File: src/rtl/ctrl_pipe_pkg.sv
// Shared control-bundle definitions for the decoder and the pipeline control path.
package ctrl_pipe_pkg;

    localparam int CTRL_W = 12;
    localparam int REG_W  = 5;

    // Bit positions inside the 12-bit decoded control bundle
    localparam int B_REG_WRITE  = 11;
    localparam int B_MEM_TO_REG = 10;
    localparam int B_MEM_READ   = 9;
    localparam int B_MEM_WRITE  = 8;
    localparam int B_BRANCH     = 7;
    localparam int B_JUMP       = 6;
    localparam int B_ALU_SRC_HI = 5;
    localparam int B_ALU_SRC_LO = 4;
    localparam int B_ALU_OP_HI  = 3;
    localparam int B_ALU_OP_LO  = 2;
    localparam int B_PC_SRC_HI  = 1;
    localparam int B_PC_SRC_LO  = 0;

    localparam logic [CTRL_W-1:0] CTRL_NOP = '0;

    // EX operand source select
    typedef enum logic [1:0] {
        FWD_RF  = 2'b00,
        FWD_WB  = 2'b01,
        FWD_MEM = 2'b10
    } fwd_sel_e;

    // One pipeline stage: valid bit plus the registered fields
    typedef struct packed {
        logic              valid;
        logic [CTRL_W-1:0] ctrl;
        logic [REG_W-1:0]  rd;
        logic [REG_W-1:0]  rs1;
        logic [REG_W-1:0]  rs2;
    } stage_t;

    localparam stage_t STAGE_EMPTY = '0;

    // Pick the youngest writer of rs; x0 is never forwarded.
    function automatic fwd_sel_e fwd_select(input logic [REG_W-1:0] rs,
                                            input stage_t         mem_s,
                                            input stage_t         wb_s);
        if (mem_s.valid && mem_s.ctrl[B_REG_WRITE] && (mem_s.rd != '0) && (mem_s.rd == rs))
            return FWD_MEM;
        if (wb_s.valid && wb_s.ctrl[B_REG_WRITE] && (wb_s.rd != '0) && (wb_s.rd == rs))
            return FWD_WB;
        return FWD_RF;
    endfunction

endpackage

File: src/rtl/ctrl_pipe_hazard.sv
// Combinational hazard unit: load-use detection, redirect qualification, forwarding selects.
module ctrl_hazard
    import ctrl_pipe_pkg::*;
(
    input  stage_t           i_ex,
    input  stage_t           i_mem,
    input  stage_t           i_wb,
    input  logic             i_id_valid,
    input  logic [REG_W-1:0] i_id_rs1,
    input  logic [REG_W-1:0] i_id_rs2,
    input  logic             i_ex_redirect,
    output logic             o_load_use,
    output logic             o_redirect,
    output fwd_sel_e         o_fwd_a,
    output fwd_sel_e         o_fwd_b
);

    logic w_ex_hits_id;
    // Fields of the stage records that no hazard rule looks at; reduced so they are not flagged
    logic w_unused;

    // Hazard and forwarding decisions, all purely combinational
    always_comb begin
        w_ex_hits_id = (i_ex.rd == i_id_rs1) || (i_ex.rd == i_id_rs2);
        o_load_use   = i_ex.valid && i_ex.ctrl[B_MEM_READ] && (i_ex.rd != '0)
                       && i_id_valid && w_ex_hits_id;
        o_redirect   = i_ex_redirect && i_ex.valid;
        o_fwd_a      = fwd_select(i_ex.rs1, i_mem, i_wb);
        o_fwd_b      = fwd_select(i_ex.rs2, i_mem, i_wb);
        w_unused     = ^{i_ex, i_mem, i_wb};
    end

endmodule

File: src/rtl/ctrl_pipe.sv
// ID->EX->MEM->WB control pipeline with bubble insertion, flush, global hold and forwarding selects.
module ctrl_pipe
    import ctrl_pipe_pkg::*;
(
    input  logic              clk,
    input  logic              rst_n,
    input  logic [CTRL_W-1:0] id_ctrl,
    input  logic              id_valid,
    input  logic [REG_W-1:0]  id_rd,
    input  logic [REG_W-1:0]  id_rs1,
    input  logic [REG_W-1:0]  id_rs2,
    input  logic              ex_redirect,
    input  logic              hold,
    output logic [CTRL_W-1:0] ex_ctrl,
    output logic [CTRL_W-1:0] mem_ctrl,
    output logic [CTRL_W-1:0] wb_ctrl,
    output logic [REG_W-1:0]  ex_rd,
    output logic [REG_W-1:0]  mem_rd,
    output logic [REG_W-1:0]  wb_rd,
    output logic [1:0]        fwd_a,
    output logic [1:0]        fwd_b,
    output logic              stall,
    output logic              flush
);

    stage_t   r_ex, r_mem, r_wb;
    stage_t   w_id, w_ex_next;
    logic     w_load_use, w_redirect;
    fwd_sel_e w_fwd_a, w_fwd_b;

    ctrl_hazard u_hazard (
        .i_ex          (r_ex),
        .i_mem         (r_mem),
        .i_wb          (r_wb),
        .i_id_valid    (id_valid),
        .i_id_rs1      (id_rs1),
        .i_id_rs2      (id_rs2),
        .i_ex_redirect (ex_redirect),
        .o_load_use    (w_load_use),
        .o_redirect    (w_redirect),
        .o_fwd_a       (w_fwd_a),
        .o_fwd_b       (w_fwd_b)
    );

    // Select what enters EX: the ID instruction, or a bubble on redirect/load-use
    always_comb begin
        w_id = STAGE_EMPTY;
        if (id_valid) begin
            w_id.valid = 1'b1;
            w_id.ctrl  = id_ctrl;
            w_id.rd    = id_rd;
            w_id.rs1   = id_rs1;
            w_id.rs2   = id_rs2;
        end
        w_ex_next = w_id;
        if (w_redirect || w_load_use)
            w_ex_next = STAGE_EMPTY;
    end

    // Stage registers: cleared by reset, frozen by hold, otherwise shift one stage per clock
    always_ff @(posedge clk or negedge rst_n) begin
        if (!rst_n) begin
            r_ex  <= STAGE_EMPTY;
            r_mem <= STAGE_EMPTY;
            r_wb  <= STAGE_EMPTY;
        end else if (!hold) begin
            r_ex  <= w_ex_next;
            r_mem <= r_ex;
            r_wb  <= r_mem;
        end
    end

    // Output drive: invalid stages show NOP; stall/flush forced low while reset is asserted
    always_comb begin
        ex_ctrl  = r_ex.valid  ? r_ex.ctrl  : CTRL_NOP;
        mem_ctrl = r_mem.valid ? r_mem.ctrl : CTRL_NOP;
        wb_ctrl  = r_wb.valid  ? r_wb.ctrl  : CTRL_NOP;
        ex_rd    = r_ex.rd;
        mem_rd   = r_mem.rd;
        wb_rd    = r_wb.rd;
        fwd_a    = w_fwd_a;
        fwd_b    = w_fwd_b;
        stall    = rst_n && (hold || (w_load_use && !w_redirect));
        flush    = rst_n && !hold && w_redirect;
    end

endmodule

File: config.mk
export PLATFORM = sky130hd
export DESIGN_NAME = ctrl_pipe
export DESIGN_NICKNAME = d
export VERILOG_FILES = /design/src/rtl/ctrl_pipe_pkg.sv /design/src/rtl/ctrl_pipe_hazard.sv /design/src/rtl/ctrl_pipe.sv
export SDC_FILE = /design/constraint.sdc
export NUM_CORES = 1
export LEC_CHECK = 0
export BUFFER_PORTS_ARGS = -buffer_cell sky130_fd_sc_hd__buf_2
export CAP_MARGIN = 40
export CORE_ASPECT_RATIO = 1.5
export CORE_MARGIN = 2
export CORE_UTILIZATION = 35
export CTS_BUF_LIST = sky130_fd_sc_hd__clkbuf_4 sky130_fd_sc_hd__clkbuf_8
export DETAILED_ROUTE_END_ITERATION = 10
export GPL_TIMING_DRIVEN = 0
export PLACE_DENSITY = 0.59
export SLEW_MARGIN = 25
export SYNTH_ARGS = -nofsm -noshare
export SYNTH_HDL_FRONTEND = slang
export SYNTH_SLANG_ARGS = --single-unit
export TNS_END_PERCENT = 1
File: constraint.sdc
create_clock -name clk -period 2.7 [get_ports clk]
set_input_delay 0.27 -clock clk [delete_from_list [all_inputs] [get_ports clk]]
set_output_delay 0.27 -clock clk [all_outputs]
set_load 0.005 [all_outputs]
# Word level (Yosys, flattened, before mapping)
# Cells that the tools add are included.
totals:
  regBits: 64
  input_bits: 32
  elab_cells: 61
classes:
  n_eq_ne: 6
  muxes: 19
  reduce_logical: 25
ops:
  columns: ["operator", "count"]
  rows:
  - ["28-bit two-way mux", 2]
  - ["12-bit two-way mux", 3]
  - ["5-bit equality test", 6]
  - ["1-bit logical AND", 17]
  - ["2-bit two-way mux", 8]
  - ["5-bit nonzero test", 3]
  - ["1-bit two-way mux", 6]
  - ["1-bit logical OR", 3]
  - ["1-bit zero test", 2]

# Depth between registers and ports, before layout
# Gate-level depths: netlist (run 1).
logic_depth:
  depth_word: 7
  depth_mapped: 6
  depth_no_buf: 5

# Modules after synthesis
# Synthesis (run 1) repeated with hierarchy kept, for this count alone.
hier_totals:
  cells_unflattened: 318
  hier_area_um2: 4090.2
by_module_without_submodules:
  columns: ["mod", "instances", "cells_each", "area_per_inst_um2", "seq_area_each_um2"]
  rows:
  - ["ctrl_pipe", 1, 268, 3682.3, 2102.0]
  - ["ctrl_hazard", 1, 50, 407.9, 0.0]

# Least setup slack after synthesis (run 1)
# No wires, ideal clock.
synth_timing:
  path_kind: "register to output"
  start: "reg r_mem, in the netlist mem_rd[2]"
  end: "out fwd_a[0]"
  arrival_time_ps: 1468
  required_time_ps: 2430
  setup_slack_ps: 962
  stages_incl_launch_ff: 5
  n_path_buf: 0
  cell_sequence: "dfrtp_1 or4_1 o21ai_1 nor4_1 nor4_2"
synth_between:
  elab_chain_cells: 5
  elab_cells_between_ends: 6
synth_rtl:
  columns: ["item", "line_no", "text"]
  rows:
  - ["start: declaration", "ctrl_pipe.sv:26", "stage_t r_ex, r_mem, r_wb;"]
  - ["start signal: assignment", "ctrl_pipe.sv:68", "r_mem <= r_ex;"]
  - ["5-bit nonzero test", "ctrl_pipe_pkg.sv:45", "if (mem_s.valid && mem_s.ctrl[B_REG_WRITE] && (mem_s.rd != '0) && (mem_s.rd == rs))"]
  - ["1-bit logical AND", "ctrl_pipe_pkg.sv:45", null]
  - ["1-bit logical AND *", "ctrl_pipe_pkg.sv:45", null]
  - ["1-bit two-way mux *", "ctrl_pipe_pkg.sv:45", null]
  - ["2-bit two-way mux *", "ctrl_pipe_pkg.sv:47", "if (wb_s.valid && wb_s.ctrl[B_REG_WRITE] && (wb_s.rd != '0) && (wb_s.rd == rs))"]
  - ["end: declaration", "ctrl_pipe.sv:20", "output logic [1:0] fwd_a,"]
# Mark *: on every way between the ends. The rest lies on a longest branch, timed or not.

# Worst setup path in the final report (run 1)
layout_timing:
  start: "reg r_mem, in the netlist mem_rd[2]"
  end: "out fwd_b[0]"
layout_between:
  elab_chain_cells: 5
  elab_cells_between_ends: 6
layout_rtl:
  columns: ["item", "line_no", "text"]
  rows:
  - ["5-bit nonzero test", "ctrl_pipe_pkg.sv:45", null]
  - ["1-bit logical AND", "ctrl_pipe_pkg.sv:45", null]
  - ["1-bit logical AND *", "ctrl_pipe_pkg.sv:45", null]
  - ["1-bit two-way mux *", "ctrl_pipe_pkg.sv:45", null]
  - ["2-bit two-way mux *", "ctrl_pipe_pkg.sv:47", null]
  - ["end: declaration", "ctrl_pipe.sv:21", "output logic [1:0] fwd_b,"]
# Marks and branches as above.

==> results of run 1 <==
-- worst paths after layout --
path                        startpoint        to  slack, ps
min in group asynchronous        rst_n  ex_rd[2]        390
max in group asynchronous        rst_n  wb_rd[4]       1780
min reg2reg                   r_wb[16]  r_wb[16]        500
min                        id_ctrl[10]  r_ex[25]        150
max reg2reg                   ex_rd[4]  r_ex[27]        860
max                          mem_rd[2]  fwd_b[0]        330
-- layout make-up --
| cell class | instances | area (sq um) |
|---|---|---|
| fill | 842 | 4787 |
| sequential | 64 | 1602 |
| multi-input combinational | 157 | 1356 |
| timing repair buffer | 90 | 473.0 |
| buffer | 27 | 195.2 |
| clock buffer | 11 | 145.1 |
| tap | 110 | 137.6 |
| clock inverter | 5 | 80.08 |
-- metrics by stage --
| step | hold slack [ps] | setup WS (ps) | power [mW] | std cells |
|---|---|---|---|---|
| 5_1_grt | 138.0 | 214.4 | 2.667 | 464 |
| 2_1_floorplan | -25.59 | 961.6 | 1.444 | 248 |
| 4_1_cts | 132.5 | 310.4 | 2.572 | 464 |
| 3_3_place_gp | 479.5 | 383.3 | 1.629 | 446 |
| 6_report | 145.1 | 332.3 | 2.539 | 464 |
| 3_5_place_dp | 216.8 | 675.5 | 1.644 | 447 |
-- synth_stat cells --
master / instances / area share
nand3_1: 3 / 0.0048
a22o_1: 20 / 0.056
and4_1: 1 / 0.0028
dfrtp_1: 64 / 0.51
nor4_1: 2 / 0.0040
o22ai_2: 1 / 0.0040
nor2_1: 1 / 0.0012
a22o_2: 8 / 0.025
nor3b_1: 1 / 0.0024
xor2_1: 14 / 0.039
a21o_2: 1 / 0.0028
and2_1: 36 / 0.071
mux2_2: 36 / 0.13
and2_2: 1 / 0.0024
clkbuf_1: 5 / 0.0060
dlygate4sd1_1: 1 / 0.0028
nor3_1: 1 / 0.0016
nand2_1: 4 / 0.0048
clkbuf_8: 1 / 0.0044
buf_1: 2 / 0.0024
a41oi_4: 1 / 0.0087
or2b_2: 1 / 0.0028
xnor2_1: 16 / 0.044
buf_4: 15 / 0.036
nor4_2: 2 / 0.0079
buf_6: 3 / 0.011
or4_1: 4 / 0.0095
o21ai_1: 2 / 0.0032
nand3_2: 1 / 0.0032
-- sequential cells by signal (all words and copies together) (netlist names) --
name    cells
r_mem      13
r_ex       23
wb_rd       5
ex_rd       5
r_wb       13
mem_rd      5
-- layout by cell type (no fill, tap or decap), types with 2 or more instances in the layout --
master / instances
a22o_1: 20
clkbuf_8: 11
and2_1: 36
buf_2: 87
buf_1: 2
nand3_1: 3
nor4_2: 2
nor4_1: 2
dfrtp_1: 64
buf_4: 16
o21ai_1: 2
a22o_2: 8
xnor2_1: 16
buf_6: 3
or4_1: 4
xor2_1: 14
clkbuf_1: 5
clkinvlp_4: 2
bufinv_16: 2
nand2_1: 4
mux2_2: 36
-- where the power goes --
part	switching, mW	internal (mW)
Clock	0.369	0.554
Sequential	0.112	1.06
Combinational	0.187	0.257
Total	0.668	1.87
-- cells by family after synthesis --
| kind of cell | Yosys count | synth area share |
|---|---|---|
| compound gates | 33 | 0.09961 |
| xor+xnor | 30 | 0.08333 |
| simple gates | 58 | 0.1186 |
| mux | 36 | 0.1286 |
| buf+inv | 27 | 0.06191 |
| flops | 64 | 0.5079 |
-- what timing repair did --
item | 4_1_cts | 5_1_grt
endpoints found under the hold margin | 27 | 0
setup buffers | 0 | 0
setup endpoints to repair | 0 | 0
hold buffers | 1 | 0
-- worst register-to-register path, delay by kind of cell, from the launching register on --
kind / cells / cell delay, ps
buffers and inverters: 1 / 220
AOI/OAI and AO/OA: 3 / 650
DFF: 1 / 470
xor gates and xnor gates: 1 / 290
and+or+nand+nor: 1 / 110
-- per-layer routing --
layer	part of all wire	vias up	global-route usage	routed length [microns]
met5	0	-	0	0
met4	0.016	0	0.05614	122
met3	0.052	10	0.04403	401
met2	0.54	61	0.2813	4197
met1	0.39	1078	0.2023	2994
li1	-	1053	-	-
==> impl_metrics.ini, run 1 <==
[critical_path]
cp_num_buf_inv = 1
cp_slowest_cell = or4_1
worstPathRequired_ps = 2430
worst-path-max-fanout = 6
r2r_cells = 6
critical_path_class = reg -> out
endpoint_kind = output port
cp_top_family = simple AND/OR/NAND/NOR gates
critPathLaunchType = flip-flop
cp.depth = 5
path_cells = or4_1 > o21ai_1 > nor4_1 > nor4_2 > buf_2
cp_data_arrival_time_ps = 2100
cpPeakStageDelay_ps = 540

[final_layout]
utilization = 0.4545
area_delta_synth_final_pct = 26.51
nNetsFinal = 381
final_area_sq_mm = 0.003989
drive_gt1_frac = 0.4972
n_antenna_cell = 0

[timing]
tns_ps = 0
setup_violations = 0
fin_crit_sh = 0.8769
rsz0062_at_grt = false
min_period_ps = 2368
max_freq_mhz = 422.4
tightest_slew_ps = 650.1
clock_skew_ps = 9.481
slew_violations = 0
finalHoldViolCount = 0
relSlewSlack = 0.5666

[floorplanning]
num_rows = 42
core-area_sq_mm = 0.008776
start_util = 0.3593
die_w_microns = 81.50
die-area_sq_mm = 0.009799
io_pins = 89
chipHeight_microns = 120.2

[drt]
routedWlPerCell_microns = 16.63
drc = 0
via_per_inst = 4.746
wl_microns = 7715
num_vias = 2202
dr.pass1.iters = 4
ant_nets = 0
drt_iter0_drc = 73

[pwr]
power.density_mw_per_mm2 = 636.5
static-leakage-power_nw = 2.076
peakVddDrop_uv = 365.2

[synth]
syn_area_per_cell_sq_um = 12.71
synth_cell_types = 29
synthCells = 248
ys_seq_area_frac = 0.5079
ys_ff_latch = 64
synthesis.nets = 280
syn_area_sq_mm = 0.003153
ys_warn_count = 0

[cts]
htreeDepth = 3
tritoncts = built
cts_buffer_depth = 2
clk_latency_ps = 340
numCtsBuffers = 9
cts_root_buf = clkbuf_8
cts_sinks = 64
clk_pin_slew_ps = 70
post_cts_resized = 0

[global_route]
grt-ovfl-total = 0
antenna_found_initial = 0
grt_first_pass_wirelength_microns = 12090
grt_max_degree = 41
grt_pass1_vias = 2287
grt.total_usage = 0.1665

[run_status]
outcome = completed

[min_path]
min_path_type = in -> reg
min_path_cells = 2

[placed_design]
globalplace.congestion = 0.8383
portBuffers = 88
hpwl_microns = 5806
dpl-instance-area_sq_mm = 0.003754

[run]
drv_cap = 0
(Power assumes the default switching activity.)
==> run 2: changes to the inputs <==
Settings changed: CELL_PAD_IN_SITES_DETAIL_PLACEMENT set to 1, CELL_PAD_IN_SITES_GLOBAL_PLACEMENT set to 1, CTS_BUF_LIST sky130_fd_sc_hd__clkbuf_4 sky130_fd_sc_hd__clkbuf_8 to unset, PLACE_DENSITY 0.59 to 0.72.
==> impl_metrics.ini, run 2 (synthesized netlist as in run 1, its figures left out) <==
[final_layout]
multi_input_area_sq_mm = 0.001356
drive_gt1_frac = 0.4886
ff_latch_area_sq_mm = 0.001602
largest_reg_flops = 23
n_antenna_cell = 0
final_cell_mix = buf_2 (87), dfrtp_1 (64), and2_1 (36), mux2_2 (36), a22o_1 (20)
fillers = 971
utilization = 0.4609
reg.largest.list = r_ex (23), r_mem (13), r_wb (13)
nNetsFinal = 381
max_flop_register = r_ex
mostFrequentLayoutCell = buf_2
area_delta_synth_final_pct = 28.29

[critical_path]
endpoint_kind = output port
path_cells = or4_1 > o21ai_1 > nor4_1 > nor4_2 > buf_2
cp_data_arrival_time_ps = 2170
critical_path_class = reg -> out
worstPathRequired_ps = 2430
cpPeakStageDelay_ps = 540
worst-path-max-fanout = 6
critPathLaunchType = flip-flop
cp_slowest_cell = or4_1

[cts]
clk_latency_ps = 330
cts_setup_buffers = 0
cts_root_buf = clkbuf_16
cts_buffer_depth = 2
htreeDepth = 3
clk_pin_slew_ps = 50
cts_sinks = 64
tritoncts = built
numCtsBuffers = 9

[timing]
setup_violations = 0
whs_ps = 159.3
rsz0062_at_grt = false
max_freq_mhz = 409.3
fin_crit_sh = 0.9049
tns_ps = 0
finalHoldViolCount = 0
min_period_ps = 2443
clock_skew_ps = 3.691
relSlewSlack = 0.5515
slew_violations = 0
tightest_slew_ps = 672.8

[global_route]
grt.total_usage = 0.1852
grt_pass1_vias = 2523
grt_max_degree = 56
antenna_found_initial = 0
grt_first_pass_wirelength_microns = 13210
grt-ovfl-total = 0

[drt]
num_vias = 2266
routedWlPerCell_microns = 18.53
m1WireLength_microns = 3242
wl_met3_microns = 371
via_per_inst = 4.905
dr.pass1.iters = 4
met2_length_microns = 4808
drt_iter0_drc = 68
wl_microns = 8562
ant_nets = 0
top_layer = met4
drc = 0

[pwr]
peakVddDrop_uv = 414.3
static-leakage-power_nw = 2.105
pwr-share-seq = 0.437
p_sw_frac = 0.2575
p_switching_mw = 0.6961
p_clk_frac = 0.395
p_comb_frac = 0.168
power.density_mw_per_mm2 = 668.4
internal_power_mw = 2.008
fin_total_pwr_mw = 2.704

[floorplanning]
die-area_sq_mm = 0.009799
core-area_sq_mm = 0.008776
io_pins = 89
num_rows = 42
chipHeight_microns = 120.2
start_util = 0.3593
die_w_microns = 81.50

[run_status]
outcome = completed

[placed_design]
hpwl_microns = 6405
portBuffers = 88
globalplace.congestion = 0.7937

[min_path]
min_path_type = in -> reg

[run]
drv_cap = 0
## run 2: cell count changes in the layout (fill, tap and decap cells not counted)
cell / delta
clkbuf_4: -1
buf_16: +1
bufinv_16: -2
clkbuf_8: -7
buf_12: -1
clkbuf_1: +2
clkinvlp_4: -2
clkinv_2: -1
clkbuf_16: +9
## run 2: critical path: cells and delay by family, from the launching register on
family | cells | cell delay, ps
AND/OR/NAND/NOR | 3 | 980
flip-flops | 1 | 460
AO/OA/AOI/OAI | 1 | 240
buffers and inverters | 1 | 160
## run 2: layout make-up
| class | count | area share |
|---|---|---|
| plain buffers | 27 | 0.04825 |
| clock buffers | 14 | 0.06774 |
| multi-input cells | 157 | 0.3353 |
| flip-flops and latches | 64 | 0.3959 |
| well taps | 110 | 0.03402 |
| repair buffers | 90 | 0.1188 |
## run 2: path summary, 6_finish.rpt
kind,slack [ps],from,end,cells after the start
worst min-delay path,160,id_ctrl[8],r_ex[23],2
worst max-delay path,260,mem_rd[2],fwd_a[0],5
max in group asynchronous,1830,rst_n,r_ex[18],3
worst max register to register,900,ex_rd[4],r_ex[9],6
min in group asynchronous,340,rst_n,wb_rd[0],2
worst min register to register,500,r_wb[23],r_wb[23],1
## run 2: through the flow
step | instances | cell area, sq um | setup WS (ps)
after detailed placement | 447 | 3761 | 649.0
after global routing | 462 | 4045 | 241.8
after floorplan | 248 | 3153 | 961.6
final | 462 | 4045 | 256.8
after CTS | 462 | 4045 | 269.9
after global placement | 446 | 3731 | 386.5
## run 2: what timing repair did
| action | CTS | global route |
|---|---|---|
| resized for setup | 0 | 0 |
| hold buffers | 1 | 0 |
| endpoints found under the hold margin | 12 | 0 |
## run 2: per-layer routing
layer / vias up / GRT usage
met2: 60 / 0.3325
li1: 1059 / -
met4: 0 / 0.07203
met5: - / 0
met1: 1135 / 0.2027
met3: 12 / 0.04701
## run 2: power by group through the flow
| stage | clock network, mW | logic (mW) | registers [mW] |
|---|---|---|---|
| 2_1_floorplan | 0 | 0.294 | 1.15 |
| 3_3_place_gp | 0 | 0.437 | 1.19 |
| 3_5_place_dp | 0 | 0.460 | 1.20 |
| 4_1_cts | 1.10 | 0.466 | 1.18 |
| 5_1_grt | 1.13 | 0.502 | 1.20 |
| 6_report | 1.07 | 0.454 | 1.18 |
